**src/rtl/rf_pkg.sv**
```systemverilog
// Shared constants and enums for the register-file write scheduler.
package rf_pkg;
    localparam int unsigned DATA_W = 8;
    localparam int unsigned NREGS  = 8;
    localparam int unsigned ADDR_W = 3;

    typedef enum logic {S_INIT = 1'b0, S_RUN = 1'b1} state_t;
    typedef enum logic {REQ_ALU = 1'b0, REQ_LD = 1'b1} req_t;
endpackage

```
**src/rtl/rr_arb2.sv**
```systemverilog
// Two-way round-robin arbiter: req[0]=ALU, req[1]=load; one-hot grant.
module rr_arb2
    import rf_pkg::*;
(
    input  logic       clk,
    input  logic       rst_n,
    input  logic [1:0] req,
    output logic [1:0] grant
);
    req_t prefer;

    always_comb begin
        grant = req;
        if (req == 2'b11) begin
            grant = (prefer == REQ_ALU) ? 2'b01 : 2'b10;
        end
    end

    // Any grant is an accept here, so the loser of the last grant is preferred next.
    always_ff @(posedge clk or negedge rst_n) begin
        if (!rst_n) begin
            prefer <= REQ_ALU;
        end else if (grant[0]) begin
            prefer <= REQ_LD;
        end else if (grant[1]) begin
            prefer <= REQ_ALU;
        end
    end
endmodule

```
**src/rtl/rf_write_sched.sv**
```systemverilog
// Clears the register file after reset, then schedules ALU and load writebacks
// onto its single write port with a one-cycle registered latency.
module rf_write_sched #(
    parameter int unsigned DATA_W = rf_pkg::DATA_W,
    parameter int unsigned NREGS  = rf_pkg::NREGS
) (
    input  logic                      clk,
    input  logic                      rst_n,
    input  logic                      alu_valid,
    input  logic [rf_pkg::ADDR_W-1:0] alu_addr,
    input  logic [DATA_W-1:0]         alu_data,
    input  logic                      alu_cout_we,
    input  logic [DATA_W-1:0]         alu_cout,
    output logic                      alu_ready,
    input  logic                      ld_valid,
    input  logic [rf_pkg::ADDR_W-1:0] ld_addr,
    input  logic [DATA_W-1:0]         ld_data,
    output logic                      ld_ready,
    output logic [rf_pkg::ADDR_W-1:0] rt_o,
    output logic                      write_enable_o,
    output logic [DATA_W-1:0]         write_data_o,
    output logic                      cout_write_enable_o,
    output logic [DATA_W-1:0]         cout_data_o,
    output logic [NREGS-1:0]          pending_o,
    output logic                      init_done_o
);
    import rf_pkg::*;

    localparam int unsigned CNT_W = $clog2(NREGS + 1);

    state_t               state, state_next;
    logic [CNT_W-1:0]     init_cnt, init_cnt_next;
    logic                 init_done_next;
    logic [1:0]           req, grant;
    logic [ADDR_W-1:0]    rt_next;
    logic                 we_next, cwe_next;
    logic [DATA_W-1:0]    wd_next, cd_next;
    logic [NREGS-1:0]     pend_next;
    logic                 accept;
    logic [ADDR_W-1:0]    acc_addr;

    assign req       = (state == S_RUN) ? {ld_valid, alu_valid} : 2'b00;
    assign alu_ready = grant[0];
    assign ld_ready  = grant[1];

    rr_arb2 u_arb (
        .clk   (clk),
        .rst_n (rst_n),
        .req   (req),
        .grant (grant)
    );

    always_comb begin
        state_next     = state;
        init_cnt_next  = init_cnt;
        init_done_next = init_done_o;
        rt_next        = rt_o;
        wd_next        = write_data_o;
        cd_next        = cout_data_o;
        we_next        = 1'b0;
        cwe_next       = 1'b0;
        accept         = 1'b0;
        acc_addr       = '0;
        pend_next      = '0;
        unique case (state)
            S_INIT: begin
                if (init_cnt == CNT_W'(NREGS)) begin
                    state_next     = S_RUN;
                    init_done_next = 1'b1;
                end else begin
                    we_next       = 1'b1;
                    rt_next       = ADDR_W'(init_cnt);
                    wd_next       = '0;
                    init_cnt_next = init_cnt + CNT_W'(1);
                end
            end
            S_RUN: begin
                if (grant[0]) begin
                    accept   = 1'b1;
                    acc_addr = alu_addr;
                    we_next  = 1'b1;
                    rt_next  = alu_addr;
                    wd_next  = alu_data;
                    cwe_next = alu_cout_we;
                    cd_next  = alu_cout;
                end else if (grant[1]) begin
                    accept   = 1'b1;
                    acc_addr = ld_addr;
                    we_next  = 1'b1;
                    rt_next  = ld_addr;
                    wd_next  = ld_data;
                end
            end
            default: state_next = S_INIT;
        endcase
        // A fresh accept re-sets its bit; everything else clears after one cycle.
        for (int unsigned i = 0; i < NREGS; i++) begin
            pend_next[i] = accept && (acc_addr == ADDR_W'(i));
        end
    end

    always_ff @(posedge clk or negedge rst_n) begin
        if (!rst_n) begin
            state               <= S_INIT;
            init_cnt            <= '0;
            init_done_o         <= 1'b0;
            rt_o                <= '0;
            write_enable_o      <= 1'b0;
            write_data_o        <= '0;
            cout_write_enable_o <= 1'b0;
            cout_data_o         <= '0;
            pending_o           <= '0;
        end else begin
            state               <= state_next;
            init_cnt            <= init_cnt_next;
            init_done_o         <= init_done_next;
            rt_o                <= rt_next;
            write_enable_o      <= we_next;
            write_data_o        <= wd_next;
            cout_write_enable_o <= cwe_next;
            cout_data_o         <= cd_next;
            pending_o           <= pend_next;
        end
    end
endmodule

```
**config.mk**
```make
export PLATFORM = sky130hd
export DESIGN_NAME = rf_write_sched
export DESIGN_NICKNAME = d
export VERILOG_FILES = /design/src/rtl/rf_pkg.sv /design/src/rtl/rr_arb2.sv /design/src/rtl/rf_write_sched.sv
export SDC_FILE = /design/constraint.sdc
export NUM_CORES = 1
export LEC_CHECK = 0
export BUFFER_PORTS_ARGS = -buffer_cell sky130_fd_sc_hd__buf_2
export CORE_MARGIN = 1.5
export CORE_UTILIZATION = 45
export DETAILED_ROUTE_END_ITERATION = 10
export PLACE_DENSITY = 0.85
export SYNTH_ARGS = -nofsm -noshare
export SYNTH_HDL_FRONTEND = slang
export SYNTH_SLANG_ARGS = --single-unit
```
**constraint.sdc**
```tcl
create_clock -name clk -period 4.25 [get_ports clk]
set_input_delay 0.6375 -clock clk [delete_from_list [all_inputs] [get_ports clk]]
set_output_delay 0.6375 -clock clk [all_outputs]
set_load 0.01 [all_outputs]
```
==> results of run 1 <==
==> cell type report <==
type	count	area, um^2	share of cell area
clock buffer	7	55.1	0.0278
tap	46	57.6	0.0290
sequential	36	901	0.454
inverter	7	26.3	0.0132
timing repair buffer	66	330	0.167
multi-input combinational	107	606	0.305
clock inverter	1	7.51	0.00379
==> kinds of logic (layout without fill, tap and decap cells) <==
logic type	Yosys count	after routing	synth area share
xor+xnor	2	2	0.0111
mux	2	2	0.0135
fa+ha+maj	2	2	0.0158
buf+inv	15	81	0.0460
simple gates	78	78	0.237
compound gates	23	23	0.106
flops	36	36	0.571
==> cell usage in the layout, fill, tap and decap left out, drive strengths merged, types with 2 or more instances in the layout <==
master / netlist / routed
nand2b: 2 / 2
and3: 2 / 2
a31oi: 10 / 10
nand3: 10 / 10
buf: 6 / 66
a21o: 2 / 2
nand2: 36 / 36
xnor2: 2 / 2
nor2: 14 / 14
nor3: 8 / 8
clkbuf: 2 / 7
ha: 2 / 2
a21oi: 4 / 4
dfrtp: 36 / 36
inv: 7 / 7
==> layer usage <==
metal / GRT usage / part of all wire / up-vias
met5: 0 / 0 / -
met4: 0.0778 / 0.0083 / 0
met3: 0.0380 / 0.071 / 4
met2: 0.270 / 0.48 / 57
met1: 0.235 / 0.44 / 611
li1: - / - / 666
==> path summary, 6_finish.rpt <==
path                                      from                  end  slack, ns  depth (start not counted)
worst max-delay path                     state            alu_ready       1.52                          3
worst min-delay path                     rst_n  cout_write_enable_o       0.36                          1
worst max register to register           state              rt_o[0]       1.87                          4
worst min register to register  cout_data_o[4]       cout_data_o[4]       0.48                          2
max in group asynchronous                rst_n       cout_data_o[4]       3.40                          1
min in group clk                cout_data_o[4]       cout_data_o[4]       0.48                          2
==> power breakdown <==
group	switching, mW	total (mW)	internal [mW]	leakage [nW]
sequential	0.0162	0.389	0.373	0.439
clock	0.104	0.184	0.0810	0.0315
combinational	0.0775	0.136	0.0585	0.567
total	0.197	0.710	0.513	1.04
==> sequential cells by signal, summed over array words and instances, names as in the netlist <==
name,count
write_enable_o,1
pending_o,8
state,1
write_data_o,8
cout_write_enable_o,1
rt_o,3
init_done_o,1
u_arb.prefer,1
cout_data_o,8
init_cnt,4
==> critical path, cell delays in order (launching register included) <==
cell	delay [ns]
dfrtp_1	0.93
nand2_4	0.28
inv_2	0.35
buf_2	0.20
==> flow_summary_export.csv, run 1 <==
group,metric,value,unit
timing,final.period_utilization,0.642,
clock_network,cts_setup_buffers,0,
timing,setup_viol,0,
drt,drtPass1Iterations,4,
die,ios,67,
place,place_congestion,0.800,
drt,vias,1338,
timing,period_minus_slack,2.73,ns
outcome,outcome,"finished clean",
die,die_w,62.2,um
synthesis,syn_nets,195,
finish,syn2layout_area_growth,25.6,%
run,maxCapViolCount,0,
place,dp_hpwl,2.35,mm
pwr,p_total,710,uW
place,dpl-instance-area,1920,um^2
place,pre_cts_slack,1.86,ns
synthesis,synthFlopType,"dfrtp_1",
grt,grt_usage,0.174,
synthesis,yosysWarnings,0,
timing,timing.final.ws_setup,1.52,ns
synthesis,yosysSeqAreaShare,0.571,
synthesis,synth_cell_types,34,
clock_network,hold_buffers,0,
grt,overflow,0,
clock_network,htreeDepth,2,
die,die_area,3870,um^2
drt,wl,3.13,mm
synthesis,netlist_area,1580,um^2
timing,relSlewSlack,0.405,
synthesis,synth_top_area_frac,0.571,
finish,post-route-cell-area,1980,um^2
synthesis,synth-async-reset-ratio,1.00,
synthesis,avgSynthCellArea,9.99,um^2
clock_network,cts_sinks,36,
grt,grt_max_degree,37,
timing,tightestPinTransition,0.892,ns
drt,ant_nets,0,
die,core_area,3360,um^2
min_path,min_path_type,"input pin to async pin",
timing,timing.hold.ws,0.361,ns
critical_path,crit_arrival,2.09,ns
finish,drive_above_1_share,0.357,
timing,maxSlewViolCount,0,
finish,layout.nets,260,
place,placed_cells,262,
timing,tns,0,ns
clock_network,path_clk_slew,0.10,ns
critical_path,required,3.61,ns
clock_network,cts_buffers,5,
critical_path,crit_type,"flip-flop to output pin",
grt,antenna_found_initial,0,
clock_network,cts_tree,"built",
critical_path,worstSetupEndpointType,"output pin",
finish,final_cells,270,
synthesis,yosys-top-cells-area,"dfrtp_1, nand2_1, a31oi_1",
drt,drc,0,
place,port_buffers,66,
pwr,ir_drop,0.177,mV
finish,postLayoutCoreUtil,0.590,
clock_network,clk_path_buf_depth,2,
drt,wl_per_cell,11.6,um
synthesis,synth_commonest_cells,"dfrtp_1, nand2_1, nor2_1, a31oi_1, nand3_1",
pwr,power.density,358,nW/um^2
critical_path,path_max_fanout,28,
timing,max_freq,367,MHz
synthesis,synth_edf_count,0,
critical_path,startpoint_type,"flip-flop",
synthesis,synth_seq_cells,36,
die,die_h,62.2,um
synthesis,post-synth-top-area-cell,"dfrtp_1",
grt,grt_pass1_vias,1161,
timing,fin_skew,0.0134,ns
clock_network,cts_resized,0,
pwr,p_leak,1.04,nW
die,rows,21,
timing,rsz0062_at_grt,"false",
die,start_util,0.469,
finish,diodes,0,
timing,finalHoldViolCount,0,
finish,fillCellCount,302,
grt,grt_pass1_wl,5.27,mm
drt,first_iter_violations,100,
synthesis,syn_inst,158,
drt,via_per_inst,4.96,
synthesis,synth_most_common_cell,"dfrtp_1",
clock_network,ctsRootBufferMaster,"clkbuf_4",
clock_network,clk_latency,0.33,ns
No activity file was read; power rests on OpenSTA's default activity.
==> run 2: changes to the inputs <==
--- a/config.mk
+++ b/config.mk
@@ -7,9 +7,9 @@
 export LEC_CHECK = 0
 export BUFFER_PORTS_ARGS = -buffer_cell sky130_fd_sc_hd__buf_2
 export CORE_MARGIN = 1.5
-export CORE_UTILIZATION = 45
+export CORE_UTILIZATION = 42
 export DETAILED_ROUTE_END_ITERATION = 10
-export PLACE_DENSITY = 0.85
+export PLACE_DENSITY = 0.84
 export SYNTH_ARGS = -nofsm -noshare
 export SYNTH_HDL_FRONTEND = slang
 export SYNTH_SLANG_ARGS = --single-unit
==> constraint.sdc (replaced) <==
create_clock -name clk -period 2.3 [get_ports clk]
set_input_delay 0.345 -clock clk [delete_from_list [all_inputs] [get_ports clk]]
set_output_delay 0.345 -clock clk [all_outputs]
set_load 0.01 [all_outputs]
==> flow_summary_export.csv, run 2 (synthesized netlist as in run 1, its figures left out) <==
group,metric,value,unit
finish,fillCellCount,348,
drt,wl_per_cell,11.5,um
critical_path,worstRegToRegCells,7,
critical_path,worstSetupEndpointType,"output pin",
run,maxCapViolCount,0,
clock_network,cts_buffers,5,
finish,syn2layout_area_growth,28.1,%
pwr,p_leak,1.06,nW
clock_network,ctsRootBufferMaster,"clkbuf_8",
clock_network,hold_buffers,0,
drt,vias,1349,
critical_path,path_max_fanout,20,
finish,postLayoutCoreUtil,0.557,
timing,rsz0062_at_grt,"false",
grt,grt_pass1_vias,1212,
critical_path,crit_arrival,1.66,ns
drt,drtPass1Iterations,4,
clock_network,htreeDepth,2,
die,die_w,64.3,um
pwr,ir_drop,0.317,mV
finish,reg_top3,"cout_data_o (8), pending_o (8), write_data_o (8)",
finish,diodes,0,
grt,grt_usage,0.164,
finish,mostFrequentLayoutCell,"buf_2",
critical_path,reg2reg_setup_slack,0.61,ns
critical_path,startpoint_type,"flip-flop",
grt,grt_pass1_wl,5.15,mm
grt,grt_max_degree,37,
timing,finalHoldViolCount,0,
die,rows,22,
drt,drc,0,
outcome,outcome,"finished clean",
place,place_congestion,0.841,
grt,antenna_found_initial,0,
timing,max_freq,500,MHz
die,die_area,4140,um^2
drt,ant_nets,0,
min_path,min_path_type,"input pin to async pin",
pwr,power.density,679,nW/um^2
timing,timing.hold.ws,0.134,ns
drt,wl,3.14,mm
clock_network,cts_setup_buffers,0,
timing,setup_viol,0,
timing,tightestPinTransition,0.757,ns
clock_network,cts_tree,"built",
die,start_util,0.435,
timing,relSlewSlack,0.495,
grt,overflow,0,
place,dp_hpwl,2.40,mm
clock_network,cts_sinks,36,
finish,drive_above_1_share,0.363,
timing,final.period_utilization,0.870,
die,die_h,64.3,um
clock_network,clk_path_buf_depth,2,
clock_network,path_clk_slew,0.06,ns
timing,fin_skew,0.00250,ns
finish,layout.nets,263,
drt,first_iter_violations,50,
critical_path,crit_start,"u_arb.prefer",
critical_path,r2r-end,"pending_o[7]",
critical_path,crit_type,"flip-flop to output pin",
critical_path,required,1.96,ns
clock_network,cts_resized,0,
drt,via_per_inst,4.92,
die,core_area,3630,um^2
place,port_buffers,66,
finish,mostFrequentLayoutCells,"buf_2, dfrtp_1, nand2_1",
die,ios,67,
timing,period_minus_slack,2.00,ns
timing,maxSlewViolCount,0,
clock_network,clk_latency,0.28,ns
timing,tns,0,ns
critical_path,reg2reg_from,"init_cnt[0]",
-- run 2: critical path, cell delays in order, from the launching register on --
cell and delay [ns]:
dfrtp_1 0.44, a21boi_4 0.28, nand2_4 0.17, inv_2 0.28, buf_2 0.20
-- run 2: final cells by class --
cell class                      instances  area [um^2]  area share
Sequential cell                        36          901       0.445
Tap cell                               48         60.1      0.0297
Timing Repair Buffer                   69          353       0.174
Clock inverter                          1         5.00     0.00247
Clock buffer                            6         72.6      0.0359
Inverter                                7         26.3      0.0130
Multi-Input combinational cell        107          606       0.299
-- run 2: layer usage --
metal	share of wire	routed length [um]	global-route usage	up-vias
li1	-	-	-	669
met1	0.43	1360	0.199	636
met2	0.49	1540	0.266	39
met3	0.059	185	0.0458	5
met4	0.015	48	0.0851	0
met5	0	0	0	-
-- run 2: power breakdown --
group / total, mW / leakage [nW] / internal (mW) / switching [mW]
logic: 0.252 / 0.580 / 0.109 / 0.143
registers: 0.720 / 0.439 / 0.691 / 0.0292
clock network: 0.402 / 0.0410 / 0.205 / 0.197
-- run 2: how the worst max path moves through the flow --
stage                      endpoint  slack, ns  cells past startpoint
floorplan           write_data_o[5]       0.82                      7
global placement          alu_ready       0.56                      5
detailed placement        alu_ready       0.55                      5
CTS                       alu_ready       0.29                      4
global route              alu_ready       0.20                      4
finish                    alu_ready       0.30                      4
-- run 2: stage by stage --
| stage | total power [mW] | cell area, um^2 | setup WS (ns) | std cells |
|---|---|---|---|---|
| 6_report | 1.37 | 2020 | 0.299 | 274 |
| 5_1_grt | 1.47 | 2020 | 0.200 | 274 |
| 4_1_cts | 1.39 | 2020 | 0.286 | 274 |
| 3_5_place_dp | 0.988 | 1950 | 0.548 | 267 |
| 3_3_place_gp | 0.981 | 1950 | 0.562 | 267 |
| 2_1_floorplan | 0.869 | 1580 | 0.816 | 158 |
==> run 3: changes to the inputs <==
--- a/config.mk
+++ b/config.mk
@@ -6,7 +6,7 @@
 export NUM_CORES = 1
 export LEC_CHECK = 0
 export BUFFER_PORTS_ARGS = -buffer_cell sky130_fd_sc_hd__buf_2
-export CORE_MARGIN = 1.5
+export CORE_MARGIN = 3
 export CORE_UTILIZATION = 42
 export DETAILED_ROUTE_END_ITERATION = 10
 export PLACE_DENSITY = 0.84
==> constraint.sdc (replaced) <==
create_clock -name clk -period 2.3 [get_ports clk]
set_input_delay 0.46 -clock clk [delete_from_list [all_inputs] [get_ports clk]]
set_output_delay 0.46 -clock clk [all_outputs]
set_load 0.01 [all_outputs]
==> flow_summary_export.csv, run 3 (synthesized netlist as in run 1, its figures left out) <==
group,metric,value,unit
outcome,outcome,"finished clean",
drt,via_per_inst,4.91,
grt,grt_max_degree,37,
critical_path,startpoint_type,"flip-flop",
place,dpl-instance-area,1950,um^2
clock_network,cts_sinks,36,
timing,maxSlewViolCount,0,
run,maxCapViolCount,0,
timing,period_minus_slack,1.97,ns
clock_network,cts_buffers,5,
pwr,p_leak,1.07,nW
drt,drtPass1Iterations,4,
finish,regArea,901,um^2
critical_path,r2r-end,"write_data_o[4]",
finish,fillCellCount,327,
critical_path,cp_slowest_cell,"dfrtp_1",
die,die_h,67.3,um
die,ios,67,
timing,final.period_utilization,0.855,
finish,mostFrequentLayoutCell,"buf_2",
place,port_buffers,66,
timing,fin_skew,0.00360,ns
timing,max_freq,508,MHz
critical_path,critPathTopFamily,"flip-flops",
die,die_area,4530,um^2
clock_network,cts_resized,0,
clock_network,hold_buffers,0,
timing,tightestPinTransition,0.749,ns
critical_path,reg2reg_setup_slack,0.60,ns
finish,postLayoutCoreUtil,0.588,
critical_path,slowest_delay,0.44,ns
finish,post-route-cell-area,2040,um^2
drt,drc,0,
timing,finalHoldViolCount,0,
critical_path,worstRegToRegCells,7,
timing,tns,0,ns
drt,wl,3.43,mm
finish,layout.nets,264,
pwr,power.density,698,nW/um^2
critical_path,path_cells,"a21boi_4, nand2_4, inv_2, buf_2",
clock_network,clk_latency,0.29,ns
finish,drive_above_1_share,0.364,
clock_network,path_clk_slew,0.06,ns
die,die_w,67.3,um
drt,ant_nets,0,
grt,grt_usage,0.167,
finish,multi_input_area,606,um^2
finish,mostFrequentLayoutCells,"buf_2, dfrtp_1, nand2_1",
critical_path,reg2reg_from,"init_cnt[0]",
drt,first_iter_violations,115,
clock_network,htreeDepth,2,
critical_path,crit_type,"flip-flop to output pin",
critical_path,crit_arrival,1.51,ns
finish,syn2layout_area_growth,29.2,%
min_path,min_path_type,"input pin to async pin",
timing,setup_viol,0,
grt,grt_pass1_wl,5.52,mm
drt,wl_per_cell,12.5,um
grt,overflow,0,
clock_network,clk_path_buf_depth,2,
pwr,p_total,1.42,mW
grt,antenna_found_initial,0,
finish,diodes,0,
place,dp_hpwl,2.65,mm
place,place_congestion,0.820,
timing,relSlewSlack,0.501,
critical_path,crit_buf_inv,2,
clock_network,ctsRootBufferMaster,"clkbuf_8",
die,rows,21,
critical_path,worstSetupEndpointType,"output pin",
die,start_util,0.455,
clock_network,cts_tree,"built",
critical_path,required,1.84,ns
drt,vias,1346,
critical_path,path_max_fanout,17,
die,core_area,3470,um^2
pwr,ir_drop,0.360,mV
clock_network,cts_setup_buffers,0,
finish,reg_top3,"cout_data_o (8), pending_o (8), write_data_o (8)",
grt,grt_pass1_vias,1274,
timing,rsz0062_at_grt,"false",
run 3: changes by cell type in the layout (fill, tap and decap cells not counted), sizes merged:
cell / delta
buf: +1
clkbuf: +2
clkinv: -1
run 3: final cells by class:
cell class | count | share of cell area
flip-flops and latches | 36 | 0.441
multi-input cells | 107 | 0.297
repair buffers | 70 | 0.177
clock buffers | 8 | 0.0441
well taps | 46 | 0.0282
inverters | 7 | 0.0129
run 3: how the worst max path moves through the flow:
stage / cells past startpoint / from / endpoint
2_1_floorplan: 4 / alu_valid / alu_ready
3_3_place_gp: 5 / ld_valid / alu_ready
3_5_place_dp: 5 / alu_valid / alu_ready
4_1_cts: 4 / u_arb.prefer / alu_ready
5_1_grt: 4 / state / alu_ready
6_report: 4 / u_arb.prefer / alu_ready
run 3: metal layers:
layer  vias to the layer above  part of all wire  GRT usage
met3                         8             0.094     0.0666
met5                         -                 0          0
met4                         0             0.018     0.0759
met1                       615              0.43      0.195
li1                        675                 -          -
met2                        48              0.45      0.270
run 3: metrics by stage:
step                hold slack, ns  worst slack [ns]  cells
floorplan                    0.164             0.801    158
CTS                          0.265             0.322    274
detailed placement           0.452             0.479    266
finish                       0.239             0.333    274
global placement             0.445             0.512    266
global route                 0.314             0.249    274
run 3: power breakdown:
part	switching (mW)	internal, mW
clock network	0.204	0.244
logic	0.147	0.111
registers	0.0277	0.690
total	0.379	1.05
